### src/rtl/aclock_display.sv
`default_nettype none
// ============================================================================
// Module      : aclock_display
// Description : Six-digit multiplexed 7-segment driver for the alarm clock,
//               with frame-coherent shadow capture and leading-zero blanking.
//               Optional alarm blinking is built when ACLOCK_DISPLAY_BLINK_EN
//               is defined.
// Revision    : 1.0 - initial release
// ============================================================================
module aclock_display #(
    parameter int SCAN_DIV     = 4,
    parameter int BLINK_FRAMES = 8
) (
    input  logic       clk,
    input  logic       reset,
    input  logic [1:0] H_in1,
    input  logic [3:0] H_in0,
    input  logic [3:0] M_in1,
    input  logic [3:0] M_in0,
    input  logic [3:0] S_in1,
    input  logic [3:0] S_in0,
    input  logic       Alarm,
    output logic [6:0] seg,
    output logic [5:0] an,
    output logic       dp,
    output logic       frame_done
);

    localparam int            PW         = $clog2(SCAN_DIV);
    localparam logic [PW-1:0] PRESC_LAST = PW'(SCAN_DIV - 1);
    localparam logic [2:0]    IDX_LAST   = 3'd5;

    logic [PW-1:0]    presc_q, presc_d;
    logic [2:0]       idx_q, idx_d;
    logic [5:0][3:0]  shadow_q, shadow_d;
    logic [6:0]       seg_q, seg_d;
    logic [5:0]       an_q, an_d;
    logic             dp_q, dp_d;
    logic             frame_done_q, frame_done_d;
    logic             w_tick;
    logic             w_blank;
    logic [3:0]       w_digit;

    function automatic logic [6:0] seg_decode(input logic [3:0] v);
        case (v)
            4'd0:    return 7'h3F;
            4'd1:    return 7'h06;
            4'd2:    return 7'h5B;
            4'd3:    return 7'h4F;
            4'd4:    return 7'h66;
            4'd5:    return 7'h6D;
            4'd6:    return 7'h7D;
            4'd7:    return 7'h07;
            4'd8:    return 7'h7F;
            4'd9:    return 7'h6F;
            default: return 7'h00;
        endcase
    endfunction

    always_comb begin
        w_tick       = (presc_q == PRESC_LAST);
        presc_d      = w_tick ? '0 : presc_q + 1'b1;
        w_digit      = shadow_q[idx_q];
        idx_d        = idx_q;
        shadow_d     = shadow_q;
        seg_d        = seg_q;
        an_d         = an_q;
        dp_d         = dp_q;
        frame_done_d = 1'b0;
        if (w_tick) begin
            idx_d = (idx_q == IDX_LAST) ? 3'd0 : idx_q + 3'd1;
            an_d  = w_blank ? 6'b000000 : (6'b000001 << idx_q);
            // Hours tens suppresses a leading zero but keeps its enable.
            seg_d = ((idx_q == IDX_LAST) && (w_digit == 4'd0)) ? 7'h00 : seg_decode(w_digit);
            dp_d  = (idx_q == 3'd2) || (idx_q == 3'd4);
            if (idx_q == IDX_LAST) begin
                shadow_d     = {{2'b00, H_in1}, H_in0, M_in1, M_in0, S_in1, S_in0};
                frame_done_d = 1'b1;
            end
        end
    end

    always_ff @(posedge clk or negedge reset) begin
        if (!reset) begin
            presc_q      <= '0;
            idx_q        <= 3'd0;
            shadow_q     <= '0;
            seg_q        <= 7'h00;
            an_q         <= 6'b000000;
            dp_q         <= 1'b0;
            frame_done_q <= 1'b0;
        end else begin
            presc_q      <= presc_d;
            idx_q        <= idx_d;
            shadow_q     <= shadow_d;
            seg_q        <= seg_d;
            an_q         <= an_d;
            dp_q         <= dp_d;
            frame_done_q <= frame_done_d;
        end
    end

`ifdef ACLOCK_DISPLAY_BLINK_EN
    localparam int            BW         = (BLINK_FRAMES > 1) ? $clog2(BLINK_FRAMES) : 1;
    localparam logic [BW-1:0] BLINK_LAST = BW'(BLINK_FRAMES - 1);

    logic [BW-1:0] blink_cnt_q, blink_cnt_d;
    logic          blink_q, blink_d;

    // Counts completed frames while the alarm is active; phase flips on wrap.
    always_comb begin
        blink_cnt_d = blink_cnt_q;
        blink_d     = blink_q;
        if (!Alarm) begin
            blink_cnt_d = '0;
            blink_d     = 1'b0;
        end else if (frame_done_q) begin
            if (blink_cnt_q == BLINK_LAST) begin
                blink_cnt_d = '0;
                blink_d     = ~blink_q;
            end else begin
                blink_cnt_d = blink_cnt_q + 1'b1;
            end
        end
    end

    always_ff @(posedge clk or negedge reset) begin
        if (!reset) begin
            blink_cnt_q <= '0;
            blink_q     <= 1'b0;
        end else begin
            blink_cnt_q <= blink_cnt_d;
            blink_q     <= blink_d;
        end
    end

    assign w_blank = blink_q;
`else
    logic unused_alarm;
    assign unused_alarm = Alarm;
    assign w_blank      = 1'b0;
`endif

    assign seg        = seg_q;
    assign an         = an_q;
    assign dp         = dp_q;
    assign frame_done = frame_done_q;

endmodule
`default_nettype wire

### config.mk
export PLATFORM = sky130hd
export DESIGN_NAME = aclock_display
export DESIGN_NICKNAME = d
export VERILOG_FILES = /design/src/rtl/aclock_display.sv
export SDC_FILE = /design/constraint.sdc
export NUM_CORES = 1
export LEC_CHECK = 0
export BUFFER_PORTS_ARGS = -buffer_cell sky130_fd_sc_hd__buf_2
export CORE_MARGIN = 2
export CORE_UTILIZATION = 50
export DETAILED_ROUTE_END_ITERATION = 8
export PLACE_DENSITY = 0.84
export SETUP_SLACK_MARGIN = 0.15
export SLEW_MARGIN = 20
export SYNTH_ARGS = -nofsm -noshare
export SYNTH_HDL_FRONTEND = slang
export SYNTH_SLANG_ARGS = --single-unit
### constraint.sdc
create_clock -name clk -period 3.7 [get_ports clk]
set_input_delay 0.74 -clock clk [delete_from_list [all_inputs] [get_ports clk]]
set_output_delay 0.74 -clock clk [all_outputs]
set_load 0.01 [all_outputs]
==> flow_summary_export.csv, run 1 <==
group,metric,value,unit
pwr,p_per_area,351,nW/um^2
detailed_routing,wire_per_inst,15.0,um
synthesis,synthArstFlopShare,1.00,
floorplan,core,4090,um^2
sta,period_share,0.796,
cts,cts_made_buffers,5,
detailed_routing,drt_iter0_drc,109,
cts,clk_latency,290,ps
synthesis,synthesis.area,2160,um^2
sta,worst_pin_slew,960,ps
cts,cts-hold-fix-buffers,0,
detailed_routing,vias,1511,
global_route,gr-total-overflow,0,
status,status,"completed",
detailed_routing,route.antenna.remaining_nets,0,
synthesis,ys_seq_area_frac,0.487,
synthesis,netlist_instances,184,
finish,nets,250,
cts,ctsResizeCount,0,
finish,final_common_cell,"dfrtp_1",
synthesis,yosys.area.top_type,"dfrtp_1",
min_path,min_path_cells,1,
finish,stdcell_count,269,
pwr,vdd_drop_max,0.236,mV
global_route,grt_max_degree,43,
sta,setup_viol,0,
setup_path,path_delay_family,"compound AO/OA/AOI/OAI gates",
finish,fin_util,0.599,
cts,ctsLongestPathBuffers,2,
run,drv_cap,0,
finish,syn_to_final_growth,13.4,%
setup_path,cp_slowest_cell,"dfrtp_1",
synthesis,ys_ff_latch,42,
floorplan,initial_core_util,0.528,
finish,layout.area.seq,1050,um^2
sta,relSlewSlack,0.358,
floorplan,io_pins,40,
setup_path,cp-end-kind,"register",
setup_path,path_class,"register to register",
cts,post-cts-setup-buffers,0,
global_route,antenna_found_initial,0,
pwr,p_leak,0.00112,uW
synthesis,synthFlopType,"dfrtp_1",
detailed_routing,wl,4.04,mm
cts,clkSinkCount,42,
cts,cts_tree,"yes",
detailed_routing,drt_first_pass_iters,4,
global_route,grt_pass1_wl,7.32,mm
placement,dp.cells,261,
detailed_routing,routed_via_density,5.62,
synthesis,yosysUniqueCellTypes,47,
setup_path,cp_max_fo,23,
sta,timing.final.crit_period,2950,ps
setup_path,crit_buf_inv,0,
floorplan,die_area,4860,um^2
finish,mostFrequentLayoutCells,"dfrtp_1, buf_2, mux2_2",
setup_path,worstPathRequired,3850,ps
detailed_routing,drcViolationCount,0,
synthesis,syn_avg_cell_area,11.7,um^2
setup_path,crit_cells,8,
finish,multi_input_area,1010,um^2
finish,fill_cells,336,
floorplan,num_rows,23,
placement,port_buffers,38,
synthesis,synth_edf_count,0,
finish,diodes,0,
setup_path,critPathMaxStageDelay,870,ps
floorplan,die_h,69.7,um
sta,slew_viol_final,0,
setup_path,crit_chain,"mux4_2 > a21oi_1 > ha_1 > nand4b_1 > nand2_1 > o32a_1 > o21a_2 > o32ai_1",
setup_path,cp-start-kind,"register",
sta,setup_tns,0,ps
global_route,grt_pass1_vias,1542,
synthesis,synth_area_leaders,"dfrtp_1, mux2_2, mux2i_1",
sta,final_hold_viol_count,0,
min_path,hold_path.class,"register to register",
cts,cts-root-buf,"clkbuf_8",
sta,rsz0062_at_grt,"no",
placement,hpwl,2.85,mm
sta,skew,2.34,ps
placement,gp_congestion,0.889,
floorplan,die_w,69.7,um
sta,fmax,339,MHz
global_route,grt.total_usage,0.187,
finish,layout-drive-gt1-share,0.311,
cts,h-tree-depth,2,
cts,path_clk_slew,70,ps
synthesis,ys_warn_count,0,
synthesis,synth_nets,216,
setup_path,reg2regPathDepth,8,
synthesis,yosys.area.top_type_share,0.487,
setup_path,cp.arrival,3100,ps
[worst paths after layout]
path	start	to	slack, ps
max	idx_q[1]	seg[0]	750
max in group asynchronous	reset	an[2]	2570
min in group asynchronous	reset	shadow_q[5]	570
min	presc_q[0]	presc_q[0]	440
max reg2reg	idx_q[1]	seg[0]	750
min reg2reg	presc_q[0]	presc_q[0]	440
[logic make-up after synthesis]
logic type	after synthesis	synth area share
flip-flops	42	0.487
XOR/XNOR	3	0.0122
AND/OR/NAND/NOR	40	0.0968
multiplexers	36	0.202
adder cells (fa/ha/maj)	7	0.0406
buffers and inverters	22	0.0464
AO/OA/AOI/OAI	34	0.115
[registers in the layout (all words and copies together) (netlist names)]
register	flops
an	6
idx_q	3
shadow_q	22
presc_q	2
frame_done	1
dp	1
seg	7
[Yosys cell counts (4+ instances only)]
master / number
dfrtp_1: 42
mux2_2: 20
nand2_1: 10
inv_1: 9
mux2i_1: 9
buf_2: 8
ha_1: 7
nor3_1: 7
nor2_1: 6
a21oi_1: 5
a21o_1: 4
mux2_1: 4
[where the power goes]
part / switching [uW] / internal, uW / total (uW)
logic: 36.9 / 36.6 / 73.5
registers: 11.8 / 476 / 488
clock network: 148 / 150 / 298
[per-stage QoR]
step           worst slack (ps)  hold slack (ps)  power [uW]  instance area, um^2
3_5_place_dp                809              424         572                 2360
6_report                    754              439         860                 2450
5_1_grt                     525              447         904                 2450
3_3_place_gp                895              414         568                 2360
4_1_cts                     792              435         871                 2450
2_1_floorplan              1250              403         534                 2160
[area by class of cell]
type,count,share of cell area
flip-flops and latches,42,0.429
repair buffers,39,0.0808
inverters,10,0.0153
well taps,50,0.0256
multi-input cells,120,0.412
clock inverters,1,0.00204
clock buffers,7,0.0353
[metal layers]
metal	vias up	track usage	share of wire
li1	738	-	-
met1	720	0.265	0.50
met2	47	0.288	0.44
met3	6	0.0436	0.053
met4	0	0.0577	0.014
met5	-	0	0
Note: power is estimated with default switching activity, not from simulation.
==> run 2, diff against run 1 <==
clock period = 2.8 ns   (was 3.7 ns; I/O delays follow)
==> run 2 against run 1 <==
Cell count up 2.2%. Sequential cell count unchanged. Setup slack worse by 340 ps. Global-route usage up 0.54 points. Core utilization up 1.1 points. Critical path depth unchanged. Critical path type unchanged. Highest routed layer unchanged.
==> flow_summary_export.csv, run 2 (synthesized netlist as in run 1, its figures left out) <==
group,metric,value,unit
floorplan,num_rows,23,
global_route,grt_pass1_vias,1523,
sta,fmax,419,MHz
floorplan,initial_core_util,0.528,
cts,h-tree-depth,2,
sta,skew,6.07,ps
global_route,use_met2,0.287,
placement,gp_congestion,0.906,
detailed_routing,wl,4.24,mm
pwr,p_leak,0.00115,uW
global_route,busiest_layer,"met2",
finish,mostFrequentLayoutCells,"dfrtp_1, buf_2, mux2_2",
finish,nets,256,
floorplan,die_area,4860,um^2
setup_path,cp-end-kind,"register",
sta,relSlewSlack,0.381,
finish,layout-drive-gt1-share,0.329,
min_path,hold_path.class,"input port to async pin",
setup_path,cp.arrival,2570,ps
status,status,"completed",
cts,clkSinkCount,42,
global_route,met1_usage,0.270,
cts,clk_latency,300,ps
global_route,antenna_found_initial,0,
floorplan,io_pins,40,
global_route,grt_pass1_wl,7.33,mm
pwr,p_per_area,459,nW/um^2
setup_path,critPathMaxStageDelay,530,ps
cts,post-cts-setup-buffers,0,
setup_path,crit_chain,"buf_4 > nand2b_1 > o22a_1 > ha_1 > nand4b_1 > nand2_1 > or4_1 > o311ai_0",
sta,setup_viol,0,
detailed_routing,routed_via_density,5.65,
setup_path,rrSetupSlack,410,ps
floorplan,core,4090,um^2
detailed_routing,vias,1555,
setup_path,cp-start-kind,"register",
finish,fin_util,0.610,
placement,hpwl,3.01,mm
placement,port_buffers,38,
global_route,grt_max_degree,43,
cts,cts-hold-fix-buffers,0,
finish,syn_to_final_growth,15.5,%
setup_path,reg2reg_from,"idx_q[1]",
detailed_routing,drt_iter0_drc,100,
global_route,grt.total_usage,0.193,
sta,final_hold_viol_count,0,
detailed_routing,wire_per_inst,15.4,um
cts,ctsLongestPathBuffers,2,
finish,fill_cells,330,
setup_path,cp_slowest_cell,"or4_1",
global_route,grt_util_met3,0.0523,
sta,period_share,0.852,
global_route,gr-total-overflow,0,
finish,diodes,0,
finish,largest_register_ff_count,22,
sta,worst_pin_slew,929,ps
pwr,vdd_drop_max,0.394,mV
cts,path_clk_slew,80,ps
finish,top_register,"shadow_q",
setup_path,cp_max_fo,13,
sta,timing.final.crit_period,2390,ps
detailed_routing,drcViolationCount,0,
detailed_routing,route.antenna.remaining_nets,0,
run,drv_cap,0,
finish,final_common_cell,"dfrtp_1",
cts,cts_tree,"yes",
setup_path,path_class,"register to register",
cts,cts-root-buf,"clkbuf_8",
cts,cts_made_buffers,5,
floorplan,die_h,69.7,um
floorplan,die_w,69.7,um
setup_path,crit_path_start,"idx_q[1]",
detailed_routing,drt_first_pass_iters,4,
cts,ctsResizeCount,0,
sta,rsz0062_at_grt,"no",
sta,slew_viol_final,0,
setup_path,worstPathRequired,2980,ps
sta,setup_tns,0,ps
## run 2: routing by layer
layer / up-vias / share of wire / routed length (um)
li1: 750 / - / -
met5: - / 0 / 0
met2: 52 / 0.47 / 1970
met4: 0 / 0.013 / 57
met1: 749 / 0.46 / 1960
met3: 4 / 0.058 / 246
## run 2: layout make-up
class	count	area, um^2	share of cell area
Timing Repair Buffer	45	243	0.0974
Multi-Input combinational cell	120	1010	0.404
Inverter	10	37.5	0.0151
Sequential cell	42	1050	0.422
Clock buffer	7	86.3	0.0346
Clock inverter	1	5.00	0.00201
Tap cell	50	62.6	0.0251
## run 2: worst paths after layout
path | endpoint | cells past startpoint
max | seg[6] | 8
min | idx_q[0] | 1
max reg2reg | seg[6] | 8
min reg2reg | presc_q[0] | 1
max in group asynchronous | shadow_q[1] | 1
min in group clk | presc_q[0] | 1
## run 2: per-stage QoR
stage	total power, uW	hold WS [ps]	worst slack (ps)	cell area (um^2)	cells
floorplan	706	264	350	2160	184
global placement	752	415	518	2400	267
detailed placement	758	426	439	2400	267
CTS	1160	416	411	2490	275
global route	1200	463	203	2490	275
finish	1150	391	414	2490	275
## run 2: critical path: cells and delay by family, from the launching register on
kind,cells,cell delay [ps]
and+or+nand+nor,4,990
buffers and inverters,1,200
AOI/OAI and AO/OA,2,390
adders and majority gates,1,250
DFF,1,430
## run 2: report_power, final
group,switching [uW],internal [uW]
Clock,202,199
Combinational,49.9,49.3
Sequential,15.8,629
